File: src/rtl/muldiv_sequencer_if.sv
// Handshake/data bundle between the EX stage and the iterative multiply/divide unit.
// The EX stage drives the request side (master); the sequencer drives status and HI/LO (slave).
interface muldiv_sequencer_if #(
    parameter int WIDTH = 32
);
    logic             Start;
    logic [3:0]       ALU_Control;
    logic [WIDTH-1:0] A;
    logic [WIDTH-1:0] B;
    logic             Cancel;
    logic             Stall;
    logic             Busy;
    logic             Done;
    logic             DivByZero;
    logic [WIDTH-1:0] HI;
    logic [WIDTH-1:0] LO;

    modport master (
        output Start, ALU_Control, A, B, Cancel,
        input  Stall, Busy, Done, DivByZero, HI, LO
    );

    modport slave (
        input  Start, ALU_Control, A, B, Cancel,
        output Stall, Busy, Done, DivByZero, HI, LO
    );
endinterface

File: src/rtl/muldiv_sequencer.sv
// Iterative signed MULT/DIV unit: WIDTH shift-add or restoring shift-subtract steps
// on operand magnitudes, then a sign correction as the result is written to HI/LO.
module muldiv_sequencer #(
    parameter int         WIDTH    = 32,
    parameter logic [3:0] MUL_CODE = 4'b0101,
    parameter logic [3:0] DIV_CODE = 4'b1011
) (
    input logic               Clk,
    input logic               Reset,
    muldiv_sequencer_if.slave bus
);
    localparam int CW = (WIDTH > 1) ? $clog2(WIDTH) : 1;

    typedef enum logic [1:0] {IDLE, MUL, DIV, DONE} state_t;

    state_t             state, state_next;
    logic [2*WIDTH-1:0] acc, acc_step, prod;
    logic [WIDTH-1:0]   mag_a, mag_b, abs_a, abs_b;
    logic [WIDTH-1:0]   hi_q, lo_q, hi_next, lo_next;
    logic [WIDTH:0]     sum, rem_sh, diff;
    logic [CW-1:0]      count;
    logic               neg_res, sign_a, dbz;
    logic               is_mul, is_div, b_zero;

    assign is_mul = (bus.ALU_Control == MUL_CODE);
    assign is_div = (bus.ALU_Control == DIV_CODE);
    assign b_zero = (bus.B == '0);
    // Negation as unsigned W bits: the most negative value maps to 2^(W-1) without overflow.
    assign abs_a  = bus.A[WIDTH-1] ? (~bus.A + 1'b1) : bus.A;
    assign abs_b  = bus.B[WIDTH-1] ? (~bus.B + 1'b1) : bus.B;

    // One iteration step: MUL keeps {partial product, remaining multiplier bits},
    // DIV keeps {partial remainder, dividend bits shifted into quotient bits}.
    always_comb begin
        sum      = {1'b0, acc[2*WIDTH-1:WIDTH]} + {1'b0, (acc[0] ? mag_a : {WIDTH{1'b0}})};
        rem_sh   = acc[2*WIDTH-1:WIDTH-1];
        diff     = rem_sh - {1'b0, mag_b};
        acc_step = acc;
        if (state == MUL) begin
            acc_step = {sum, acc[WIDTH-1:1]};
        end else if (diff[WIDTH] == 1'b0) begin
            acc_step = {diff[WIDTH-1:0], acc[WIDTH-2:0], 1'b1};
        end else begin
            acc_step = {rem_sh[WIDTH-1:0], acc[WIDTH-2:0], 1'b0};
        end
    end

    // Sign-corrected result taken from the final step, written on the edge entering DONE.
    always_comb begin
        prod    = neg_res ? (~acc_step + 1'b1) : acc_step;
        hi_next = prod[2*WIDTH-1:WIDTH];
        lo_next = prod[WIDTH-1:0];
        if (state == DIV) begin
            lo_next = neg_res ? (~acc_step[WIDTH-1:0] + 1'b1) : acc_step[WIDTH-1:0];
            hi_next = sign_a ? (~acc_step[2*WIDTH-1:WIDTH] + 1'b1) : acc_step[2*WIDTH-1:WIDTH];
        end
    end

    // State register.
    always_ff @(posedge Clk or posedge Reset) begin
        if (Reset) begin
            state <= IDLE;
        end else begin
            state <= state_next;
        end
    end

    // Next-state decode and status outputs.
    always_comb begin
        state_next    = state;
        bus.Stall     = 1'b0;
        bus.Busy      = (state != IDLE);
        bus.Done      = 1'b0;
        bus.DivByZero = 1'b0;
        case (state)
            IDLE: begin
                if (bus.Start && is_mul) begin
                    state_next = MUL;
                    bus.Stall  = 1'b1;
                end else if (bus.Start && is_div) begin
                    state_next = b_zero ? DONE : DIV;
                    bus.Stall  = 1'b1;
                end
            end
            MUL, DIV: begin
                bus.Stall = 1'b1;
                if (bus.Cancel) begin
                    state_next = IDLE;
                end else if (count == '0) begin
                    state_next = DONE;
                end
            end
            DONE: begin
                bus.Done      = 1'b1;
                bus.DivByZero = dbz;
                state_next    = IDLE;
            end
            default: state_next = IDLE;
        endcase
    end

    // Operand capture at E0, per-cycle iteration, and HI/LO update.
    always_ff @(posedge Clk or posedge Reset) begin
        if (Reset) begin
            acc     <= '0;
            mag_a   <= '0;
            mag_b   <= '0;
            count   <= '0;
            neg_res <= 1'b0;
            sign_a  <= 1'b0;
            dbz     <= 1'b0;
            hi_q    <= '0;
            lo_q    <= '0;
        end else begin
            case (state)
                IDLE: begin
                    if (bus.Start && (is_mul || (is_div && !b_zero))) begin
                        acc     <= is_mul ? {{WIDTH{1'b0}}, abs_b} : {{WIDTH{1'b0}}, abs_a};
                        mag_a   <= abs_a;
                        mag_b   <= abs_b;
                        neg_res <= bus.A[WIDTH-1] ^ bus.B[WIDTH-1];
                        sign_a  <= bus.A[WIDTH-1];
                        count   <= CW'(WIDTH - 1);
                        dbz     <= 1'b0;
                    end else if (bus.Start && is_div) begin
                        hi_q <= bus.A;
                        lo_q <= '1;
                        dbz  <= 1'b1;
                    end
                end
                MUL, DIV: begin
                    if (!bus.Cancel) begin
                        acc   <= acc_step;
                        count <= count - 1'b1;
                        if (count == '0) begin
                            hi_q <= hi_next;
                            lo_q <= lo_next;
                        end
                    end
                end
                default: ;
            endcase
        end
    end

    assign bus.HI = hi_q;
    assign bus.LO = lo_q;
endmodule

File: src/flat_wrapper.sv
// flat-port wrapper written by rule: the top's interface ports become plain ports
module muldiv_sequencer_flat 
#(
    parameter int         WIDTH    = 32,
    parameter logic [3:0] MUL_CODE = 4'b0101,
    parameter logic [3:0] DIV_CODE = 4'b1011
)
  (Clk, Reset, bus_Start, bus_ALU_Control, bus_A, bus_B, bus_Cancel, bus_Stall, bus_Busy, bus_Done, bus_DivByZero, bus_HI, bus_LO);
  muldiv_sequencer_if #(.WIDTH(WIDTH)) bus_i ();
  input logic Clk;
  input logic Reset;
  input wire logic [$bits(bus_i.Start)-1:0] bus_Start;
  input wire logic [$bits(bus_i.ALU_Control)-1:0] bus_ALU_Control;
  input wire logic [$bits(bus_i.A)-1:0] bus_A;
  input wire logic [$bits(bus_i.B)-1:0] bus_B;
  input wire logic [$bits(bus_i.Cancel)-1:0] bus_Cancel;
  output wire logic [$bits(bus_i.Stall)-1:0] bus_Stall;
  output wire logic [$bits(bus_i.Busy)-1:0] bus_Busy;
  output wire logic [$bits(bus_i.Done)-1:0] bus_Done;
  output wire logic [$bits(bus_i.DivByZero)-1:0] bus_DivByZero;
  output wire logic [$bits(bus_i.HI)-1:0] bus_HI;
  output wire logic [$bits(bus_i.LO)-1:0] bus_LO;
  assign bus_i.Start = bus_Start;
  assign bus_i.ALU_Control = bus_ALU_Control;
  assign bus_i.A = bus_A;
  assign bus_i.B = bus_B;
  assign bus_i.Cancel = bus_Cancel;
  assign bus_Stall = bus_i.Stall;
  assign bus_Busy = bus_i.Busy;
  assign bus_Done = bus_i.Done;
  assign bus_DivByZero = bus_i.DivByZero;
  assign bus_HI = bus_i.HI;
  assign bus_LO = bus_i.LO;
  muldiv_sequencer #(.WIDTH(WIDTH), .MUL_CODE(MUL_CODE), .DIV_CODE(DIV_CODE)) u_core (.Clk(Clk), .Reset(Reset), .bus(bus_i));
endmodule
File: config.mk
export PLATFORM = sky130hd
export DESIGN_NAME = muldiv_sequencer_flat
export DESIGN_NICKNAME = d
export VERILOG_FILES = /design/src/rtl/muldiv_sequencer_if.sv /design/src/rtl/muldiv_sequencer.sv /design/src/flat_wrapper.sv
export SDC_FILE = /design/constraint.sdc
export NUM_CORES = 1
export LEC_CHECK = 0
export CORE_ASPECT_RATIO = 1.75
export CORE_MARGIN = 4
export CORE_UTILIZATION = 45
export CTS_BUF_LIST = sky130_fd_sc_hd__clkbuf_16
export DETAILED_ROUTE_END_ITERATION = 7
export GPL_TIMING_DRIVEN = 0
export PLACE_DENSITY = 0.64
export SLEW_MARGIN = 20
export SYNTH_ARGS = -nofsm -noshare
export SYNTH_HDL_FRONTEND = slang
export SYNTH_SLANG_ARGS = --single-unit
File: constraint.sdc
create_clock -name Clk -period 15.05 [get_ports Clk]
set_input_delay 3.7625 -clock Clk [delete_from_list [all_inputs] [get_ports Clk]]
set_output_delay 3.7625 -clock Clk [all_outputs]
set_load 0.01 [all_outputs]
==> flow_summary.json, run 1 <==
{
  "reg2reg_to": "u_core.bus.HI[20]$_DFFE_PP0P_",
  "dr_total_vias": 17370,
  "rows": 92,
  "hp-class": "flop to flop",
  "syn-num-nets": 2229,
  "crit_arrival_ns": 6.24,
  "synth-simple-area-share_pct": 20.35,
  "post_cts_resized": 0,
  "dp_cells": 2692,
  "final_cell_mix": "nand2_1, o21ai_0, dfrtp_1",
  "port_buffers": 139,
  "die_height_um": 262.3,
  "crit_path_start_kind": "primary input",
  "grt_antenna_before_repair": 1,
  "powerDensity_nw_per_um2": 271.0,
  "initial_core_util_pct": 45.85,
  "synthFlopType": "dfrtp_1",
  "min_period_over_period_pct": 66.47,
  "required_ns": 11.29,
  "status": "finished clean",
  "worstReg2RegStart": "u_core.state[1]$_DFFE_PP0P_",
  "ant_nets": 0,
  "grt_setup_unrepaired": "false",
  "wl_per_cell_um": 29.43,
  "grt_usage_pct": 38.73,
  "tightestPinTransition_ns": 1.217,
  "critPathKind": "primary input to output port",
  "max_stage_delay_ns": 0.56,
  "syn_area_per_cell_sq_um": 7.989,
  "worst_setup_path_end_kind": "output port",
  "drive_above_1_share_pct": 5.536,
  "drv_slew": 0,
  "clock_latency_ns": 0.53,
  "area_growth_pct": 16.34,
  "first_global_vias": 17400,
  "max_slew_margin_pct": 18.11,
  "globalRouteOverflowTotal": 0,
  "grt_pass1_wl_mm": 115.8,
  "setup_viol": 0,
  "num_antenna_cells": 0,
  "finClkSkew_ns": 0.03082,
  "synth_fa_ha_area_share_pct": 5.810,
  "htreeDepth": 1,
  "drc": 0,
  "ff2ff_path_depth": 25,
  "ctsHoldBuffers": 0,
  "mostFrequentLayoutCell": "nand2_1",
  "slowest_stage": "clkdlybuf4s50_1",
  "netlist_instances": 2081,
  "first_pass_iters": 5,
  "max_freq_ghz": 0.09996,
  "fin_nets": 2393,
  "ios": 140,
  "synth_xor_area_share_pct": 8.692,
  "tns_ns": 0,
  "cts.clk_slew.worst_paths_ns": 0.06,
  "synth-compound-area-share_pct": 25.60,
  "routed_wl_mm": 80.27,
  "synth_warnings": 0,
  "crit_chain": "clkdlybuf4s50_1, nor4bb_1, clkbuf_1, nand2_1, a21oi_1, nor2_1, nor2_1, clkdlybuf4s50_1",
  "r2r_setup_slack_ns": 5.68,
  "synth_cell_types": 96,
  "die_area_sq_um": 40210,
  "grt_max_degree": 73,
  "cts-root-buf": "clkbuf_16",
  "core_area_sq_um": 36260,
  "hpwl_mm": 65.95,
  "synth_top_family_by_area": "compound AO/OA/AOI/OAI gates",
  "cts_setup_buffers": 0,
  "final_hold_viol_count": 0,
  "cp_num_buf_inv": 3,
  "drt_iter0_drc": 1355,
  "crit_family": "buffers and inverters",
  "cts.sinks": 202,
  "min_period_ns": 10.00,
  "yosysSeqAreaShare_pct": 30.40,
  "critPathCapture": "bus_Stall",
  "die_x_um": 153.3,
  "cts_tree": "yes",
  "async_flop_share_pct": 100.0,
  "fin_cells": 2728,
  "ctsLongestPathBuffers": 3,
  "gp_congestion": 1.028,
  "numCtsBuffers": 21,
  "min_path_cells": 2,
  "p_leak_nw": 8.140,
  "critical_path.max_fanout": 10,
  "path_depth": 8,
  "vias_per_cell": 6.365,
  "synth-edff-count": 0,
  "synthMuxAreaShare_pct": 4.530,
  "maxCapViolCount": 0,
  "netlist_area_sq_um": 16630,
  "ir_drop_mv": 0.1608,
  "synth_seq_cells": 202,
  "startpoint": "bus_ALU_Control[0]"
}
## sequential cells by signal (all words and copies together) (netlist names)
name            flops
u_core.sign_a       1
u_core.mag_a       32
u_core.acc         64
u_core.mag_b       32
u_core.state        2
u_core.bus.LO      32
u_core.neg_res      1
u_core.bus.HI      32
u_core.count        5
u_core.dbz          1
## power breakdown
group | switching (mW) | internal (mW)
Combinational | 2.51 | 1.20
Sequential | 0.222 | 0.777
Clock | 0.241 | 0.291
Total | 2.97 | 2.27
## stage by stage
step                      power (mW)  hold WS [ns]  setup slack (ns)  instance area [sq um]  util [%]
after CTS                      5.123        0.4795             5.014                  19340     53.34
final                          5.242        0.4793             5.046                  19340     53.34
after global routing           5.490        0.5008             4.809                  19340     53.34
after floorplan                3.110        0.4424             5.777                  16630         -
after global placement         4.544        0.4584             2.890                  18610     51.31
after detailed placement       4.575        0.4640             5.022                  18680     51.51
## cells in the mapped netlist, types with 43 or more instances
cell type	n	area, sq um
a21oi_1	145	725.7
and2_1	43	269.0
clkbuf_1	78	292.8
dfrtp_1	202	5055
ha_1	74	925.9
inv_1	70	262.8
mux2i_1	64	640.6
nand2_1	278	1044
nor2_1	139	521.8
o21ai_0	229	1146
xnor2_1	82	718.2
xor2_1	83	727.0
## layout make-up
type | count | area, sq um
clock inverter | 15 | 137.6
timing repair buffer | 141 | 1446
buffer | 117 | 496.7
fill | 3553 | 16920
inverter | 72 | 277.8
clock buffer | 21 | 525.5
tap | 470 | 588.1
sequential | 202 | 5055
multi-input combinational | 1690 | 10820
## per-layer routing
metal  share of wire, %  track usage [%]
met3                5.4            4.387
met1                 33            40.13
met5                  0                0
met2                 49            67.29
met4                 12            35.67
## tightest hold or removal path, cell delays in order (launching register included)
cell and delay (ns):
dfrtp_1 0.34, nand2_1 0.05, o21ai_0 0.06
## cells by family (layout without fill, tap and decap cells)
kind of cell	after synthesis	count (layout)
AO/OA/AOI/OAI	671	671
XOR/XNOR	165	165
adder cells (fa/ha/maj)	76	76
buffers and inverters	189	366
flip-flops	202	202
multiplexers	74	74
AND/OR/NAND/NOR	704	704
## worst min-delay path by stage
stage | start | end | slack, ns
4_1_cts | u_core.mag_a[9]$_DFFE_PP0P_ | u_core.mag_a[9]$_DFFE_PP0P_ | 0.48
6_report | u_core.mag_b[13]$_DFFE_PP0P_ | u_core.mag_b[13]$_DFFE_PP0P_ | 0.48
3_5_place_dp | u_core.mag_a[16]$_DFFE_PP0P_ | u_core.mag_a[16]$_DFFE_PP0P_ | 0.46
2_1_floorplan | u_core.mag_a[0]$_DFFE_PP0P_ | u_core.mag_a[0]$_DFFE_PP0P_ | 0.44
5_1_grt | u_core.mag_a[11]$_DFFE_PP0P_ | u_core.mag_a[11]$_DFFE_PP0P_ | 0.50
3_3_place_gp | u_core.mag_a[11]$_DFFE_PP0P_ | u_core.mag_a[11]$_DFFE_PP0P_ | 0.46
Note: power is estimated with default switching activity, not from simulation.
==> run 2: changes to the inputs <==
- clock period: 15.05 -> 9.9 ns (I/O delays scaled with it)
==> run 2 against run 1 <==
  * Sequential share of layout area unchanged
  * Non-clock buffer count unchanged
  * Global-route usage unchanged
  * Count of clock-buffer cells in the layout unchanged
  * Critical path depth up 17
  * Design area unchanged
  * Setup slack worse by 4.5 ns
  * Cell count unchanged
  * Hold slack about the same
  * Sequential power up 52%
  * Via count about the same
  * Power up 52%
  * Critical path type is now flop to flop
  * Largest power group unchanged
==> flow_summary.json, run 2 (synthesis results as in run 1) <==
{
  "area_growth_pct": 16.34,
  "hp-class": "flop to flop",
  "die_x_um": 153.3,
  "final_cell_mix": "nand2_1, o21ai_0, dfrtp_1",
  "grt_most_used_layer": "met2",
  "critPathKind": "flop to flop",
  "tightestPinTransition_ns": 1.264,
  "required_ns": 10.32,
  "rows": 92,
  "drt_iter0_drc": 1352,
  "wl_per_cell_um": 29.41,
  "grt_use_met1_pct": 40.13,
  "die_area_sq_um": 40210,
  "drc": 0,
  "initial_core_util_pct": 45.85,
  "drive_above_1_share_pct": 5.536,
  "powerDensity_nw_per_um2": 411.9,
  "htreeDepth": 1,
  "setup_viol": 0,
  "p_leak_nw": 8.140,
  "grt_pass1_wl_mm": 115.8,
  "crit_arrival_ns": 9.83,
  "min_period_over_period_pct": 94.95,
  "place_area_sq_um": 18680,
  "final_hold_viol_count": 0,
  "r2r_setup_slack_ns": 0.50,
  "vias_per_cell": 6.365,
  "grt_antenna_before_repair": 1,
  "cts.sinks": 202,
  "hpwl_mm": 65.95,
  "drv_slew": 0,
  "core_area_sq_um": 36260,
  "numCtsBuffers": 21,
  "fin_nets": 2393,
  "globalRouteOverflowTotal": 0,
  "top_register": "u_core.acc",
  "routed_wl_mm": 80.22,
  "multi_input_area_sq_um": 10820,
  "post_cts_resized": 0,
  "clock_latency_ns": 0.53,
  "maxCapViolCount": 0,
  "grt_setup_unrepaired": "false",
  "ios": 140,
  "status": "finished clean",
  "regArea_sq_um": 5055,
  "finClkSkew_ns": 0.03044,
  "port_buffers": 139,
  "critical_path.max_fanout": 10,
  "first_pass_iters": 6,
  "use_met3_pct": 4.387,
  "grt_util_met2_pct": 67.29,
  "mostFrequentLayoutCell": "nand2_1",
  "ir_drop_mv": 0.2417,
  "max_slew_margin_pct": 14.93,
  "grt_max_degree": 73,
  "crit_path_start_kind": "flop",
  "cts_setup_buffers": 0,
  "cts-root-buf": "clkbuf_16",
  "max_freq_ghz": 0.1064,
  "n_fill_cell": 3553,
  "dr_total_vias": 17360,
  "die_height_um": 262.3,
  "min_period_ns": 9.401,
  "grt_usage_pct": 38.73,
  "cts.clk_slew.worst_paths_ns": 0.07,
  "ctsHoldBuffers": 0,
  "worst_setup_path_end_kind": "flop",
  "tns_ns": 0,
  "ctsLongestPathBuffers": 3,
  "first_global_vias": 17400,
  "ant_nets": 0,
  "cts_tree": "yes",
  "gp_congestion": 1.028,
  "design_area_sq_um": 19340,
  "num_antenna_cells": 0,
  "largest_register_ffs": 64
}
==> run 2: cell counts in the layout (fill, tap and decap cells not counted) <==
Identical to the previous run, type by type.
==> run 2: final timing paths <==
| kind | to | cells after the start | from |
|---|---|---|---|
| setup / recovery | u_core.bus.HI[20]$_DFFE_PP0P_ | 25 | u_core.state[1]$_DFFE_PP0P_ |
| hold / removal | u_core.mag_b[13]$_DFFE_PP0P_ | 2 | u_core.mag_b[13]$_DFFE_PP0P_ |
| setup reg to reg | u_core.bus.HI[20]$_DFFE_PP0P_ | 25 | u_core.state[1]$_DFFE_PP0P_ |
| hold reg to reg | u_core.mag_b[13]$_DFFE_PP0P_ | 2 | u_core.mag_b[13]$_DFFE_PP0P_ |
| max in group asynchronous | u_core.mag_b[14]$_DFFE_PP0P_ | 4 | Reset |
| min in group asynchronous | u_core.bus.LO[4]$_DFFE_PP0P_ | 2 | Reset |
==> run 2: stage by stage <==
stage | instances | power, mW | hold WS [ns] | worst slack (ns) | util, %
floorplan | 2081 | 4.728 | 0.4424 | 1.914 | -
global placement | 2690 | 6.908 | 0.4584 | -0.9726 | 51.31
detailed placement | 2692 | 6.954 | 0.4640 | 0.9410 | 51.51
CTS | 2728 | 7.788 | 0.4795 | 0.9497 | 53.34
global route | 2728 | 8.346 | 0.5008 | 0.5521 | 53.34
finish | 2728 | 7.966 | 0.4793 | 0.4995 | 53.34
==> run 2: metal layers <==
| layer | vias to the layer above | part of all wire [%] | wire [um] |
|---|---|---|---|
| met5 | - | 0 | 0 |
| met4 | 0 | 12 | 9718 |
| met3 | 317 | 5.3 | 4248 |
| met2 | 849 | 49 | 39390 |
| met1 | 8357 | 33 | 26870 |
| li1 | 7841 | - | - |
==> run 2: layout make-up <==
class | instances | share of cell area [%]
buffer | 117 | 2.568
clock buffer | 21 | 2.717
clock inverter | 15 | 0.7116
inverter | 72 | 1.436
multi-input combinational | 1690 | 55.92
sequential | 202 | 26.13
tap | 470 | 3.040
timing repair buffer | 141 | 7.478
==> run 2: worst max-delay path, stage by stage, from the launching register on <==
cell and delay [ns]:
dfrtp_1 0.42, inv_1 0.10, ha_1 0.15, buf_2 0.24
buf_2 0.33, buf_1 0.84, buf_2 0.40, buf_2 0.34
buf_1 0.62, buf_2 0.46, buf_1 0.92, clkbuf_1 0.90
a21oi_1 0.35, ha_1 0.31, o21ai_0 0.11, or2_2 0.19
nand2b_1 0.24, or2_2 0.19, nand2b_1 0.36, o21a_1 0.20
clkbuf_1 0.43, nor2_1 0.24, a41oi_1 0.28, xor2_1 0.32
a21oi_1 0.14, a21o_1 0.18
==> run 2: power breakdown <==
| group | internal, mW | leakage, nW | switching (mW) |
|---|---|---|---|
| Sequential | 1.18 | 2.47 | 0.338 |
| Combinational | 1.82 | 5.35 | 3.82 |
| Clock | 0.442 | 0.316 | 0.364 |
==> run 3: changes to the inputs <==
- SLEW_MARGIN: 20 -> default
==> run 3 against run 2 <==
  * Setup slack gained 0.043 ns
  * First-iteration DRC count grew 13%
  * Sequential share of layout area is essentially flat
  * Die area is the same
  * Clock power grew 6.5%
  * Highest routed layer is now met5
==> flow_summary.json, run 3 (synthesis results as in run 1) <==
{
  "ctsLongestPathBuffers": 3,
  "clock_latency_ns": 0.54,
  "design_area_sq_um": 19350,
  "ant_nets": 0,
  "ios": 140,
  "n_fill_cell": 3562,
  "grt_pass1_wl_mm": 116.0,
  "die_x_um": 153.3,
  "max_slew_margin_pct": 10.71,
  "final_hold_viol_count": 0,
  "min_path_cells": 2,
  "grt_antenna_before_repair": 2,
  "worst_hold_slack_ns": 0.4767,
  "powerDensity_nw_per_um2": 414.7,
  "critical_path.max_fanout": 10,
  "required_ns": 10.32,
  "critPathKind": "flop to flop",
  "drive_above_1_share_pct": 5.359,
  "cts_setup_buffers": 0,
  "ff2ff_path_depth": 25,
  "cts.clk_slew.worst_paths_ns": 0.08,
  "cts_tree": "yes",
  "max_stage_delay_ns": 0.90,
  "grt_usage_pct": 38.79,
  "setup_viol": 0,
  "first_pass_iters": 6,
  "hpwl_mm": 65.57,
  "fin_nets": 2392,
  "port_buffers": 139,
  "drc": 0,
  "dr_total_vias": 17250,
  "tns_ns": 0,
  "p_leak_nw": 8.156,
  "die_area_sq_um": 40210,
  "tightestPinTransition_ns": 1.328,
  "dp_cells": 2691,
  "place_area_sq_um": 18640,
  "slowest_stage": "clkbuf_1",
  "min_period_ns": 9.357,
  "grt_max_degree": 125,
  "wl_per_cell_um": 29.57,
  "grt_setup_unrepaired": "false",
  "hp-class": "flop to flop",
  "initial_core_util_pct": 45.85,
  "maxCapViolCount": 0,
  "fin_cells": 2729,
  "first_global_vias": 17290,
  "mostFrequentLayoutCell": "nand2_1",
  "routed_wl_mm": 80.70,
  "status": "finished clean",
  "rows": 92,
  "final_cell_mix": "nand2_1, o21ai_0, dfrtp_1",
  "htreeDepth": 1,
  "post_cts_resized": 0,
  "crit_arrival_ns": 9.78,
  "ir_drop_mv": 0.2285,
  "vias_per_cell": 6.322,
  "max_freq_ghz": 0.1069,
  "cp_common_cell": "buf_2",
  "ctsHoldBuffers": 0,
  "min_period_over_period_pct": 94.52,
  "fin_util_pct": 53.36,
  "worst_setup_path_end_kind": "flop",
  "numCtsBuffers": 21,
  "crit_path_start_kind": "flop",
  "drv_slew": 0,
  "cts-root-buf": "clkbuf_16",
  "largest_register_ffs": 64,
  "gp_congestion": 1.028,
  "r2r_setup_slack_ns": 0.54,
  "die_height_um": 262.3,
  "cts.sinks": 202,
  "core_area_sq_um": 36260,
  "finClkSkew_ns": 0.03553,
  "drt_iter0_drc": 1521,
  "top_register": "u_core.acc",
  "globalRouteOverflowTotal": 0,
  "area_growth_pct": 16.38
}
run 3: cell count changes in the layout (fill, tap and decap cells not counted), sizes merged:
cell | before | now
buf | 41 | 40
inv | 73 | 74
clkinvlp | 3 | 2
bufinv | 2 | 4
clkinv | 9 | 8
diode | 0 | 1
run 3: where the power goes:
group / internal [mW] / total [mW] / switching, mW / leakage, nW
combinational: 1.82 / 5.64 / 3.82 / 5.34
sequential: 1.18 / 1.52 / 0.341 / 2.47
clock: 0.491 / 0.857 / 0.366 / 0.346
run 3: final timing paths:
check / from / to
hold reg to reg: u_core.mag_a[10]$_DFFE_PP0P_ / u_core.mag_a[10]$_DFFE_PP0P_
hold / removal: u_core.mag_a[10]$_DFFE_PP0P_ / u_core.mag_a[10]$_DFFE_PP0P_
max in group asynchronous: Reset / u_core.mag_a[0]$_DFFE_PP0P_
setup / recovery: u_core.state[1]$_DFFE_PP0P_ / u_core.bus.HI[20]$_DFFE_PP0P_
setup reg to reg: u_core.state[1]$_DFFE_PP0P_ / u_core.bus.HI[20]$_DFFE_PP0P_
min in group asynchronous: Reset / u_core.bus.HI[2]$_DFFE_PP0P_
run 3: layer usage:
metal | vias to the layer above | global-route usage, % | routed length [um]
met2 | 779 | 68.23 | 40050
met1 | 8327 | 39.91 | 27160
met3 | 296 | 4.931 | 4372
met5 | - | 0 | 13
met4 | 2 | 33.86 | 9101
li1 | 7850 | - | -
run 3: final cells by class:
type | instances | area [sq um] | share of cell area, %
multi-input cells | 1690 | 10800 | 55.84
flip-flops and latches | 202 | 5055 | 26.13
repair buffers | 140 | 1419 | 7.333
well taps | 470 | 588.1 | 3.039
clock buffers | 21 | 525.5 | 2.716
plain buffers | 117 | 496.7 | 2.567
inverters | 72 | 277.8 | 1.436
clock inverters | 16 | 180.2 | 0.9312
diodes | 1 | 2.502 | 0.01293
run 3: through the flow:
step	setup slack [ns]	power (mW)
floorplan	1.914	4.728
detailed placement	0.9122	6.942
CTS	0.8770	7.841
finish	0.5427	8.023
global placement	-0.9726	6.908
global route	0.5390	8.403
run 3: worst max-delay path: cells and delay by family, from the launching register on:
family / cells / cell delay (ns)
buf+inv: 11 / 5.52
compound gates: 6 / 1.25
simple gates: 5 / 1.22
fa+ha+maj: 2 / 0.45
flops: 1 / 0.42
xor+xnor: 1 / 0.33
